## src/rtl/vga_timing_pattern_gen_if.sv

```systemverilog
// Video bus between the VGA timing/pattern generator and its consumers.
// The master side (the generator) drives sync, colour, data-enable,
// coordinates and the frame strobe; the slave side supplies the pattern
// select and the solid colour.
interface vga_timing_pattern_gen_if #(
    parameter int RGB_W = 1,
    parameter int X_W   = 10,
    parameter int Y_W   = 9
);
    logic [1:0]         mode;
    logic [3*RGB_W-1:0] color_in;
    logic               hsync;
    logic               vsync;
    logic [3*RGB_W-1:0] rgb;
    logic               de;
    logic [X_W-1:0]     pix_x;
    logic [Y_W-1:0]     pix_y;
    logic               frame_start;

    modport master (
        input  mode,
        input  color_in,
        output hsync,
        output vsync,
        output rgb,
        output de,
        output pix_x,
        output pix_y,
        output frame_start
    );

    modport slave (
        output mode,
        output color_in,
        input  hsync,
        input  vsync,
        input  rgb,
        input  de,
        input  pix_x,
        input  pix_y,
        input  frame_start
    );
endinterface

```

## src/rtl/vga_timing_pattern_gen.sv

```systemverilog
// Parametrised VGA timing generator and test-pattern source.
// The pixel rate is derived from clk with a clock-enable divider (CLK_DIV
// clks per pixel). All outputs are registered from the counter state, so
// they lag the counters by one clk and stay mutually aligned.
// Optional macro VGA_BORDER_EN: when defined, a 1-pixel white border
// overrides the pattern on the outer edge of the visible area.
module vga_timing_pattern_gen #(
    parameter int H_ACTIVE   = 640,
    parameter int H_FP       = 16,
    parameter int H_SYNC     = 96,
    parameter int H_BP       = 48,
    parameter int V_ACTIVE   = 480,
    parameter int V_FP       = 10,
    parameter int V_SYNC     = 2,
    parameter int V_BP       = 33,
    parameter int CLK_DIV    = 2,
    parameter int RGB_W      = 1,
    parameter int HSYNC_POL  = 0,
    parameter int VSYNC_POL  = 0,
    parameter int CHECK_LOG2 = 5
) (
    input  logic                        clk,
    input  logic                        rst_n,
    vga_timing_pattern_gen_if.master    vga
);

    localparam int H_TOTAL = H_ACTIVE + H_FP + H_SYNC + H_BP;
    localparam int V_TOTAL = V_ACTIVE + V_FP + V_SYNC + V_BP;
    localparam int HW      = $clog2(H_TOTAL);
    localparam int VW      = $clog2(V_TOTAL);
    localparam int XW      = $clog2(H_ACTIVE);
    localparam int YW      = $clog2(V_ACTIVE);
    localparam int DW      = (CLK_DIV > 1) ? $clog2(CLK_DIV) : 1;
    localparam int BAR_W   = H_ACTIVE / 8;
    localparam int BW      = (BAR_W > 1) ? $clog2(BAR_W) : 1;
    localparam int CW      = 3 * RGB_W;

    localparam logic [DW-1:0] DIV_LAST = DW'(CLK_DIV - 1);
    localparam logic [HW-1:0] H_LAST   = HW'(H_TOTAL - 1);
    localparam logic [HW-1:0] H_ACT    = HW'(H_ACTIVE);
    localparam logic [HW-1:0] HS_START = HW'(H_ACTIVE + H_FP);
    localparam logic [HW-1:0] HS_END   = HW'(H_ACTIVE + H_FP + H_SYNC - 1);
    localparam logic [VW-1:0] V_LAST   = VW'(V_TOTAL - 1);
    localparam logic [VW-1:0] V_ACT    = VW'(V_ACTIVE);
    localparam logic [VW-1:0] VS_START = VW'(V_ACTIVE + V_FP);
    localparam logic [VW-1:0] VS_END   = VW'(V_ACTIVE + V_FP + V_SYNC - 1);
    localparam logic [BW-1:0] BAR_LAST = BW'(BAR_W - 1);
    localparam logic          HS_ON    = 1'(HSYNC_POL);
    localparam logic          VS_ON    = 1'(VSYNC_POL);

    typedef enum logic [1:0] {
        PAT_SOLID = 2'd0,
        PAT_BARS  = 2'd1,
        PAT_CHECK = 2'd2,
        PAT_GRID  = 2'd3
    } pattern_e;

    if ((H_ACTIVE % 8) != 0) begin : g_bad_h_active
        $error("vga_timing_pattern_gen: H_ACTIVE must be a multiple of 8");
    end
    if (CLK_DIV < 1) begin : g_bad_clk_div
        $error("vga_timing_pattern_gen: CLK_DIV must be at least 1");
    end

    logic [DW-1:0] div;
    logic          pe;
    logic [HW-1:0] h_cnt;
    logic [VW-1:0] v_cnt;
    logic          h_wrap;
    logic          v_wrap;
    logic          frame_wrap;
    logic [BW-1:0] bar_pix;
    logic [2:0]    bar_idx;
    logic [2:0]    bar_color;
    pattern_e      mode_q;
    logic          wrap_q;

    logic          hs_act;
    logic          vs_act;
    logic          de_c;
    logic [CW-1:0] pat_rgb;

    assign pe         = (div == DIV_LAST);
    assign h_wrap     = (h_cnt == H_LAST);
    assign v_wrap     = (v_cnt == V_LAST);
    assign frame_wrap = pe && h_wrap && v_wrap;

    // Pixel-enable divider: counts 0..CLK_DIV-1, pe on the last count.
    always_ff @(posedge clk or negedge rst_n) begin
        if (!rst_n) begin
            div <= '0;
        end else if (pe) begin
            div <= '0;
        end else begin
            div <= div + 1'b1;
        end
    end

    // Raster counters, advanced once per pixel.
    always_ff @(posedge clk or negedge rst_n) begin
        if (!rst_n) begin
            h_cnt <= '0;
            v_cnt <= '0;
        end else if (pe) begin
            if (h_wrap) begin
                h_cnt <= '0;
                if (v_wrap) begin
                    v_cnt <= '0;
                end else begin
                    v_cnt <= v_cnt + 1'b1;
                end
            end else begin
                h_cnt <= h_cnt + 1'b1;
            end
        end
    end

    // Bar tracker: bar_pix follows h_cnt mod BAR_W and bar_idx follows
    // h_cnt / BAR_W without a divider; both restart with each line.
    always_ff @(posedge clk or negedge rst_n) begin
        if (!rst_n) begin
            bar_pix <= '0;
            bar_idx <= '0;
        end else if (pe) begin
            if (h_wrap) begin
                bar_pix <= '0;
                bar_idx <= '0;
            end else if (bar_pix == BAR_LAST) begin
                bar_pix <= '0;
                bar_idx <= bar_idx + 1'b1;
            end else begin
                bar_pix <= bar_pix + 1'b1;
            end
        end
    end

    // Frame boundary: latch the pattern select as the counters wrap to (0,0)
    // and delay the wrap one clk so frame_start lines up with the outputs.
    always_ff @(posedge clk or negedge rst_n) begin
        if (!rst_n) begin
            wrap_q <= 1'b0;
            mode_q <= PAT_SOLID;
        end else begin
            wrap_q <= frame_wrap;
            if (frame_wrap) begin
                mode_q <= pattern_e'(vga.mode);
            end
        end
    end

    assign hs_act    = (h_cnt >= HS_START) && (h_cnt <= HS_END);
    assign vs_act    = (v_cnt >= VS_START) && (v_cnt <= VS_END);
    assign de_c      = (h_cnt < H_ACT) && (v_cnt < V_ACT);
    assign bar_color = ~bar_idx;

`ifdef VGA_BORDER_EN
    localparam logic [HW-1:0] H_VIS_LAST = HW'(H_ACTIVE - 1);
    localparam logic [VW-1:0] V_VIS_LAST = VW'(V_ACTIVE - 1);
    logic on_border;
    assign on_border = (h_cnt == '0) || (h_cnt == H_VIS_LAST) ||
                       (v_cnt == '0) || (v_cnt == V_VIS_LAST);
`endif

    // Pattern colour for the current counter position.
    always_comb begin
        pat_rgb = '0;
        case (mode_q)
            PAT_SOLID: pat_rgb = vga.color_in;
            PAT_BARS:  pat_rgb = {{RGB_W{bar_color[2]}},
                                  {RGB_W{bar_color[1]}},
                                  {RGB_W{bar_color[0]}}};
            PAT_CHECK: pat_rgb = (h_cnt[CHECK_LOG2] ^ v_cnt[CHECK_LOG2]) ?
                                 {CW{1'b1}} : {CW{1'b0}};
            PAT_GRID:  pat_rgb = ((h_cnt[3:0] == 4'd0) || (v_cnt[3:0] == 4'd0)) ?
                                 {CW{1'b1}} : {CW{1'b0}};
            default:   pat_rgb = '0;
        endcase
`ifdef VGA_BORDER_EN
        if (on_border) begin
            pat_rgb = {CW{1'b1}};
        end
`endif
    end

    // Output register stage: one clk behind the counters, blanking forces
    // rgb and coordinates to zero.
    always_ff @(posedge clk or negedge rst_n) begin
        if (!rst_n) begin
            vga.hsync       <= ~HS_ON;
            vga.vsync       <= ~VS_ON;
            vga.rgb         <= '0;
            vga.de          <= 1'b0;
            vga.pix_x       <= '0;
            vga.pix_y       <= '0;
            vga.frame_start <= 1'b0;
        end else begin
            vga.hsync       <= hs_act ? HS_ON : ~HS_ON;
            vga.vsync       <= vs_act ? VS_ON : ~VS_ON;
            vga.de          <= de_c;
            vga.rgb         <= de_c ? pat_rgb : '0;
            vga.pix_x       <= de_c ? XW'(h_cnt) : '0;
            vga.pix_y       <= de_c ? YW'(v_cnt) : '0;
            vga.frame_start <= wrap_q;
        end
    end

endmodule

```

## src/flat_wrapper.sv

```systemverilog
// flat-port wrapper written by rule: the top's interface ports become plain ports
module vga_timing_pattern_gen_flat 
#(
    parameter int H_ACTIVE   = 640,
    parameter int H_FP       = 16,
    parameter int H_SYNC     = 96,
    parameter int H_BP       = 48,
    parameter int V_ACTIVE   = 480,
    parameter int V_FP       = 10,
    parameter int V_SYNC     = 2,
    parameter int V_BP       = 33,
    parameter int CLK_DIV    = 2,
    parameter int RGB_W      = 1,
    parameter int HSYNC_POL  = 0,
    parameter int VSYNC_POL  = 0,
    parameter int CHECK_LOG2 = 5
)
  (clk, rst_n, vga_mode, vga_color_in, vga_hsync, vga_vsync, vga_rgb, vga_de, vga_pix_x, vga_pix_y, vga_frame_start);
  vga_timing_pattern_gen_if #(.RGB_W(RGB_W), .X_W(($clog2(H_ACTIVE))), .Y_W(($clog2(V_ACTIVE)))) vga_i ();
  input  logic clk;
  input  logic rst_n;
  input wire logic [$bits(vga_i.mode)-1:0] vga_mode;
  input wire logic [$bits(vga_i.color_in)-1:0] vga_color_in;
  output wire logic [$bits(vga_i.hsync)-1:0] vga_hsync;
  output wire logic [$bits(vga_i.vsync)-1:0] vga_vsync;
  output wire logic [$bits(vga_i.rgb)-1:0] vga_rgb;
  output wire logic [$bits(vga_i.de)-1:0] vga_de;
  output wire logic [$bits(vga_i.pix_x)-1:0] vga_pix_x;
  output wire logic [$bits(vga_i.pix_y)-1:0] vga_pix_y;
  output wire logic [$bits(vga_i.frame_start)-1:0] vga_frame_start;
  assign vga_i.mode = vga_mode;
  assign vga_i.color_in = vga_color_in;
  assign vga_hsync = vga_i.hsync;
  assign vga_vsync = vga_i.vsync;
  assign vga_rgb = vga_i.rgb;
  assign vga_de = vga_i.de;
  assign vga_pix_x = vga_i.pix_x;
  assign vga_pix_y = vga_i.pix_y;
  assign vga_frame_start = vga_i.frame_start;
  vga_timing_pattern_gen #(.H_ACTIVE(H_ACTIVE), .H_FP(H_FP), .H_SYNC(H_SYNC), .H_BP(H_BP), .V_ACTIVE(V_ACTIVE), .V_FP(V_FP), .V_SYNC(V_SYNC), .V_BP(V_BP), .CLK_DIV(CLK_DIV), .RGB_W(RGB_W), .HSYNC_POL(HSYNC_POL), .VSYNC_POL(VSYNC_POL), .CHECK_LOG2(CHECK_LOG2)) u_core (.clk(clk), .rst_n(rst_n), .vga(vga_i));
endmodule
```

## config.mk

```make
export PLATFORM = sky130hd
export DESIGN_NAME = vga_timing_pattern_gen_flat
export DESIGN_NICKNAME = d
export VERILOG_FILES = /design/src/rtl/vga_timing_pattern_gen_if.sv /design/src/rtl/vga_timing_pattern_gen.sv /design/src/flat_wrapper.sv
export SDC_FILE = /design/constraint.sdc
export NUM_CORES = 1
export LEC_CHECK = 0
export CAP_MARGIN = 20
export CORE_MARGIN = 10
export CORE_UTILIZATION = 35
export CTS_CLUSTER_DIAMETER = 150
export DETAILED_ROUTE_END_ITERATION = 10
export SLEW_MARGIN = 20
export SYNTH_ARGS = -nofsm -noshare
export SYNTH_HDL_FRONTEND = slang
export SYNTH_SLANG_ARGS = --single-unit
```

## constraint.sdc

```tcl
create_clock -name clk -period 3.8 [get_ports clk]
set_input_delay 0.76 -clock clk [delete_from_list [all_inputs] [get_ports clk]]
set_output_delay 0.76 -clock clk [all_outputs]
set_load 0.05 [all_outputs]
```

==> summary.log, run 1 <==
[finish] layout overhead on the synthesized area 20.59%
[finish] final std cell area, no fill 0.003202 sq mm
[setup_path] CP cell instances clkdlybuf4s50_1
[drt] detailed-router iteration count before antenna repair 4
[synth] count of cell types in the netlist 46
[clock_tree] clock latency of the later-clocked register in the worst-skew pair 330 ps
[sta] summed negative setup slack over all endpoints 0 ps
[clock_tree] # resized after CTS 0
[synth] post-synthesis async set-or-reset flop share 100.0%
[floorplanning] total number of placement rows 31
[setup_path] Critical Path AT 1630 ps
[synth] count of flip-flops with a built-in enable after synthesis 0
[floorplanning] die height 107.1 um
[finish] number of diodes added for antenna fixing 0
[clock_tree] number of buffers added to fix hold violations after cts 0
[power_and_ir_drop] Lkg Pwr 1.430 nW
[global_routing] initial antenna violation count 0
[floorplanning] Die Footprint 0.01147 sq mm
[finish] most common cell after layout, fill and taps aside sky130_fd_sc_hd__dfrtp_1
[place] total cell area at the placement stage 0.003033 sq mm
[finish] number of nets in the layout 280
[outcome] outcome complete, no violations
[synth] Mapped Cells 235
[min_path] Hold Path Class register to register
[clock_tree] Longest Clk Path Bufs 2
[drt] via count of the routed design 1756
[sta] upper clock frequency limit 0.4178 GHz
[global_routing] largest net degree at the start of global routing 32
[synth] number of storage elements in the synthesis netlist 60
[finish] layout cell share with drive strength beyond 1 11.81%
[global_routing] first-pass GRT wire length 8.894 mm
[clock_tree] CTS H-Tree Depth 3
[drt] Vias/cell 4.746
[min_path] instance count along the most critical hold path 0
[clock_tree] clock root buffer master sky130_fd_sc_hd__clkbuf_8
[sta] hold_ws 351.5 ps
[setup_path] critical path capture point type primary output
[drt] wirelength, routed 5.110 mm
[setup_path] largest fanout on the critical path 1
[clock_tree] CTS sink cnt 60
[synth] Synthesized Nets 248
[drt] routed length per instance 13.81 um
[finish] number of standard cells in the layout, taps in and fillers out 370
[place] final RePlAce weighted congestion 0.8386
[sta] Slew @ Worst Pin 701.5 ps
[place] # placed instances 355
[place] detailed-placement wirelength estimate 3.623 mm
[global_routing] global route total overflow 0
[drt] antenna viol nets, final 0
[drt] iteration-0 DRC count of the detailed router 63
[sta] setup repair after global routing missed its margin false
[synth] total number of yosys warnings 0
[floorplanning] width of the chip 107.1 um
[setup_path] critical-path cell with the highest stage delay sky130_fd_sc_hd__clkdlybuf4s50_1
[job] max-capacitance violation count 0
[sta] final hold vios 0
[sta] number of pins with negative max-slew slack in the final report 0
[setup_path] Top delay family on crit path buffers and inverters
[power_and_ir_drop] power per cell area 363.2 mW/mm^2
[global_routing] number of global-route vias before repair 1806
[sta] worst setup skew after layout 4.068 ps
[sta] Final Cycle Share 62.98%
[floorplanning] starting utilization of the core area 36.22%
[global_routing] global-route total usage across every layer 9.910%
[place] count of input and output buffers 32
[setup_path] number of gates on the worst path with buffers counted 1
[power_and_ir_drop] Power, Total 1.163 mW
[setup_path] sort of element at the start of the critical path register
[sta] time the worst path needs with I/O delays and setup 2393 ps
[drt] drc violations 0
[synth] syn avg cell area 11.30 sq um
[power_and_ir_drop] worst-case vdd ir drop 153.7 uV
[finish] commonest cells after routing, fill and taps aside 58 x sky130_fd_sc_hd__dfrtp_1, 31 x sky130_fd_sc_hd__clkdlybuf4s50_1, 24 x sky130_fd_sc_hd__nor2_1, 14 x sky130_fd_sc_hd__and2_1, 13 x sky130_fd_sc_hd__nand3_1
[floorplanning] Core Footprint 0.007331 sq mm
[setup_path] slowest stage delay, CP 790 ps
[clock_tree] Inserted Clock Buffers 9
[setup_path] length in cells of the worst reg-to-reg path 6
[synth] register area share after synthesis 56.64%
[synth] Primary FF master, synth sky130_fd_sc_hd__dfrtp_1
[sta] Setup violations, final 0
[clock_tree] total setup buffers inserted after CTS 0
[clock_tree] CTS tree done
[floorplanning] number of top-level pins 33
[sta] Max transition margin 52.98%
[synth] cell area after synthesis 0.002655 sq mm
[setup_path] type of the worst setup path register to primary output
[clock_tree] CTS clk-pin slew, worst paths 60 ps
[setup_path] buffering stage count on the worst path with inverters included 1
[setup_path] critical path required time 3040 ps
## flip-flops by register name (all words and copies together), names as in the netlist
| name | flops |
|---|---|
| u_core.h_cnt | 10 |
| u_core.wrap_q | 1 |
| u_core.div | 1 |
| u_core.vga.pix_y | 9 |
| u_core.vga.vsync | 1 |
| u_core.bar_pix | 7 |
| u_core.vga.frame_start | 1 |
| u_core.vga.rgb | 3 |
| u_core.v_cnt | 10 |
| u_core.mode_q | 2 |
| u_core.bar_idx | 3 |
| u_core.vga.pix_x | 10 |
| u_core.vga.de | 1 |
| u_core.vga.hsync | 1 |
## worst paths after layout
kind | from | end | slack (ps)
max | u_core.vga.vsync | vga_vsync | 1410
min | u_core.wrap_q | u_core.vga.frame_start | 350
max reg2reg | u_core.v_cnt[0] | u_core.mode_q[0] | 1820
min reg2reg | u_core.wrap_q | u_core.vga.frame_start | 350
max in group asynchronous | rst_n | u_core.vga.hsync | 2450
min in group asynchronous | rst_n | u_core.vga.pix_y[0] | 470
## cell type report
| cell class | instances | area, sq um |
|---|---|---|
| multi-input cells | 157 | 1060 |
| clock buffers | 13 | 158.9 |
| inverters | 6 | 22.52 |
| well taps | 99 | 123.9 |
| clock inverters | 2 | 10.01 |
| fillers | 705 | 4129 |
| repair buffers | 33 | 322.8 |
| flip-flops and latches | 60 | 1504 |
## Yosys cell counts, drive strengths merged, types with 2 or more instances
master  instances  area share [%]
nor4            6             1.4
xor2           10             3.3
nand4           7             1.6
nor2           26             4.4
dfrtp          58              55
nor4b           3            0.99
a21oi           5             1.1
o22ai           2            0.47
and4b           2            0.94
and2           15             3.6
and4            4             1.5
and3            5             1.2
buf            11             2.5
o21a            2            0.57
nand3          14             3.1
o21ai          10             1.9
nand2          12             1.7
nor3            4             1.6
dfstp           2             2.0
xnor2          11             3.6
inv             6            0.85
mux2            2            0.85
ha              6             2.8
## logic make-up after synthesis
group	synth area share (%)
AOI/OAI and AO/OA	5.231
xor gates and xnor gates	6.927
adders and majority gates	2.827
buffers and inverters	3.440
DFF	56.64
muxes	1.225
and+or+nand+nor	23.71
## power breakdown
| group | total (mW) | internal (mW) | switching (mW) |
|---|---|---|---|
| sequential | 0.641 | 0.641 | 0.000406 |
| clock | 0.492 | 0.267 | 0.225 |
| combinational | 0.0301 | 0.00933 | 0.0207 |
## per-stage QoR
step	util, %	setup WS, ps
after floorplan	-	2117
after global placement	41.37	1749
after detailed placement	41.37	1752
after CTS	43.68	1384
after global routing	43.68	1357
final	43.68	1407
## layer usage
metal	track usage (%)	vias up	wire [um]	share of wire, %
met5	0	-	0	0
met4	6.673	0	91	1.8
met3	3.413	8	298	5.8
met2	14.31	32	2354	46
met1	12.20	848	2365	46
li1	-	868	-	-
Note: power is estimated with default switching activity, not from simulation.
==> run 2: changes to the inputs <==
clock period = 2.45 ns   (was 3.8 ns; I/O delays follow)
==> run 2 against run 1 <==
Compared with the run above: sequential power grew 55%; clock power grew 75%; final cell count grew 1.4%; total power grew 64%; sequential share of layout area shrank 0.94 points; global-route usage grew 0.52 points; critical path type unchanged; largest cell class unchanged.
==> summary.log, run 2 (same netlist as run 1, synthesis figures left out) <==
[setup_path] critical path required time 1960 ps [-1080 ps]
[global_routing] global-route total usage across every layer 10.43% [+0.52 points]
[drt] antenna viol nets, final 0 [unchanged]
[finish] top flop regs u_core.h_cnt x10, u_core.v_cnt x10, u_core.vga.pix_x x10
[setup_path] largest fanout on the critical path 1 [unchanged]
[drt] via count of the routed design 1789 [+1.9%]
[drt] drc violations 0 [unchanged]
[floorplanning] starting utilization of the core area 36.22% [unchanged]
[sta] summed negative setup slack over all endpoints 0 ps [unchanged]
[floorplanning] Die Footprint 0.01147 sq mm [unchanged]
[min_path] Hold Path Class input port to asynchronous set/reset pin
[clock_tree] CTS sink cnt 60 [unchanged]
[global_routing] initial antenna violation count 0 [unchanged]
[floorplanning] total number of placement rows 31 [unchanged]
[global_routing] number of global-route vias before repair 1865 [+3.3%]
[clock_tree] number of buffers added to fix hold violations after cts 0 [unchanged]
[finish] number of nets in the layout 284 [+1.4%]
[sta] Final Cycle Share 87.55%
[drt] Vias/cell 4.771 [+0.52%]
[power_and_ir_drop] Lkg Pwr 1.456 nW [+1.8%]
[place] detailed-placement wirelength estimate 3.733 mm [+3.1%]
[power_and_ir_drop] worst-case vdd ir drop 335.0 uV [+120%]
[finish] Filler cells 713 [+1.1%]
[clock_tree] CTS H-Tree Depth 3 [unchanged]
[finish] total area of sequential cells 0.001504 sq mm [unchanged]
[drt] wirelength, routed 5.395 mm [+5.6%]
[floorplanning] Core Footprint 0.007331 sq mm [unchanged]
[finish] fraction of the core area covered by cells at the end of the flow 44.56% [+0.89 points]
[finish] layout overhead on the synthesized area 23.04%
[place] # placed instances 359 [+1.1%]
[sta] worst setup skew after layout 4.996 ps [+0.9287 ps]
[finish] area used by multi-input combinational logic 0.001060 sq mm [unchanged]
[setup_path] R2R Setup Slk 550 ps [-1270 ps]
[setup_path] critical path capture point type primary output
[setup_path] slowest stage delay, CP 800 ps [about the same]
[sta] Max transition margin 65.42% [+12 points]
[global_routing] largest net degree at the start of global routing 61 [+91%]
[setup_path] critical-path cell with the highest stage delay sky130_fd_sc_hd__clkdlybuf4s50_1
[finish] number of standard cells in the layout, taps in and fillers out 375 [+1.4%]
[setup_path] sort of element at the start of the critical path register
[sta] Slew @ Worst Pin 517.1 ps [-184.5 ps]
[setup_path] buffering stage count on the worst path with inverters included 1 [unchanged]
[sta] time the worst path needs with I/O delays and setup 2145 ps
[drt] detailed-router iteration count before antenna repair 4 [unchanged]
[floorplanning] die height 107.1 um [unchanged]
[sta] setup repair after global routing missed its margin false
[setup_path] type of the worst setup path register to primary output
[setup_path] Top delay family on crit path buffers and inverters
[clock_tree] Longest Clk Path Bufs 2 [unchanged]
[setup_path] CP cell instances clkdlybuf4s50_1
[finish] commonest cells after routing, fill and taps aside 58 x sky130_fd_sc_hd__dfrtp_1, 31 x sky130_fd_sc_hd__clkdlybuf4s50_1, 24 x sky130_fd_sc_hd__nor2_1, 14 x sky130_fd_sc_hd__and2_1, 13 x sky130_fd_sc_hd__nand3_1
[finish] most common cell after layout, fill and taps aside sky130_fd_sc_hd__dfrtp_1
[sta] number of pins with negative max-slew slack in the final report 0 [unchanged]
[outcome] outcome complete, no violations
[power_and_ir_drop] power per cell area 583.3 mW/mm^2 [+61%]
[sta] final hold vios 0 [unchanged]
[global_routing] first-pass GRT wire length 9.397 mm [+5.7%]
[clock_tree] CTS clk-pin slew, worst paths 60 ps [about the same]
[floorplanning] width of the chip 107.1 um [unchanged]
[drt] routed length per instance 14.39 um [+4.2%]
[finish] number of diodes added for antenna fixing 0 [unchanged]
[drt] iteration-0 DRC count of the detailed router 75 [+19%]
[clock_tree] total setup buffers inserted after CTS 0 [unchanged]
[global_routing] global route total overflow 0 [unchanged]
[floorplanning] number of top-level pins 33 [unchanged]
[place] final RePlAce weighted congestion 0.8749 [+4.3%]
[finish] layout cell share with drive strength beyond 1 14.13% [+2.3 points]
[clock_tree] CTS tree done
[setup_path] Critical Path AT 1660 ps [+30 ps]
[sta] upper clock frequency limit 0.4662 GHz
[place] count of input and output buffers 32 [unchanged]
[clock_tree] Inserted Clock Buffers 9 [unchanged]
[clock_tree] clock root buffer master sky130_fd_sc_hd__clkbuf_8
[clock_tree] clock latency of the later-clocked register in the worst-skew pair 350 ps [+20 ps]
[job] max-capacitance violation count 0 [unchanged]
[sta] Setup violations, final 0 [unchanged]
[clock_tree] # resized after CTS 0 [unchanged]
-- run 2: changes by cell type in the layout (fill, tap and decap cells not counted), sizes merged --
cell	delta
clkinvlp	+3
clkinv	+1
buf	+4
clkbuf	-4
bufinv	+1
-- run 2: layer usage --
metal | global-route usage [%] | wire length (um) | vias to the layer above
li1 | - | - | 879
met1 | 12.91 | 2455 | 861
met2 | 15.05 | 2484 | 37
met3 | 3.653 | 319 | 12
met4 | 6.770 | 136 | 0
met5 | 0 | 0 | -
-- run 2: area by class of cell --
cell class                 count  share of cell area (%)
tap                           99                   3.792
multi-input combinational    157                   32.44
timing repair buffer          37                   11.18
sequential                    60                   46.04
clock buffer                   9                   3.792
clock inverter                 7                   2.068
inverter                       6                  0.6894
-- run 2: path summary, 6_finish.rpt --
path / cells past startpoint / start / end
worst max-delay path: 1 / u_core.vga.vsync / vga_vsync
worst min-delay path: 2 / rst_n / u_core.v_cnt[0]
worst max register to register: 6 / u_core.v_cnt[1] / u_core.mode_q[0]
worst min register to register: 0 / u_core.wrap_q / u_core.vga.frame_start
max in group asynchronous: 2 / rst_n / u_core.vga.hsync
min in group clk: 0 / u_core.wrap_q / u_core.vga.frame_start
-- run 2: stage by stage --
step	cell area, sq um	power (mW)	worst slack, ps	hold slack, ps
after floorplan	2655	1.025	766.9	194.4
after global placement	3075	1.064	588.6	351.5
after detailed placement	3075	1.064	558.0	349.7
after CTS	3267	1.933	275.8	143.6
after global routing	3267	1.990	258.9	157.2
final	3267	1.906	305.0	126.4
-- run 2: report_power, final --
group	total (mW)	internal, mW	switching [mW]
Sequential	0.994	0.993	0.000528
Clock	0.863	0.463	0.400
Combinational	0.0494	0.0169	0.0325
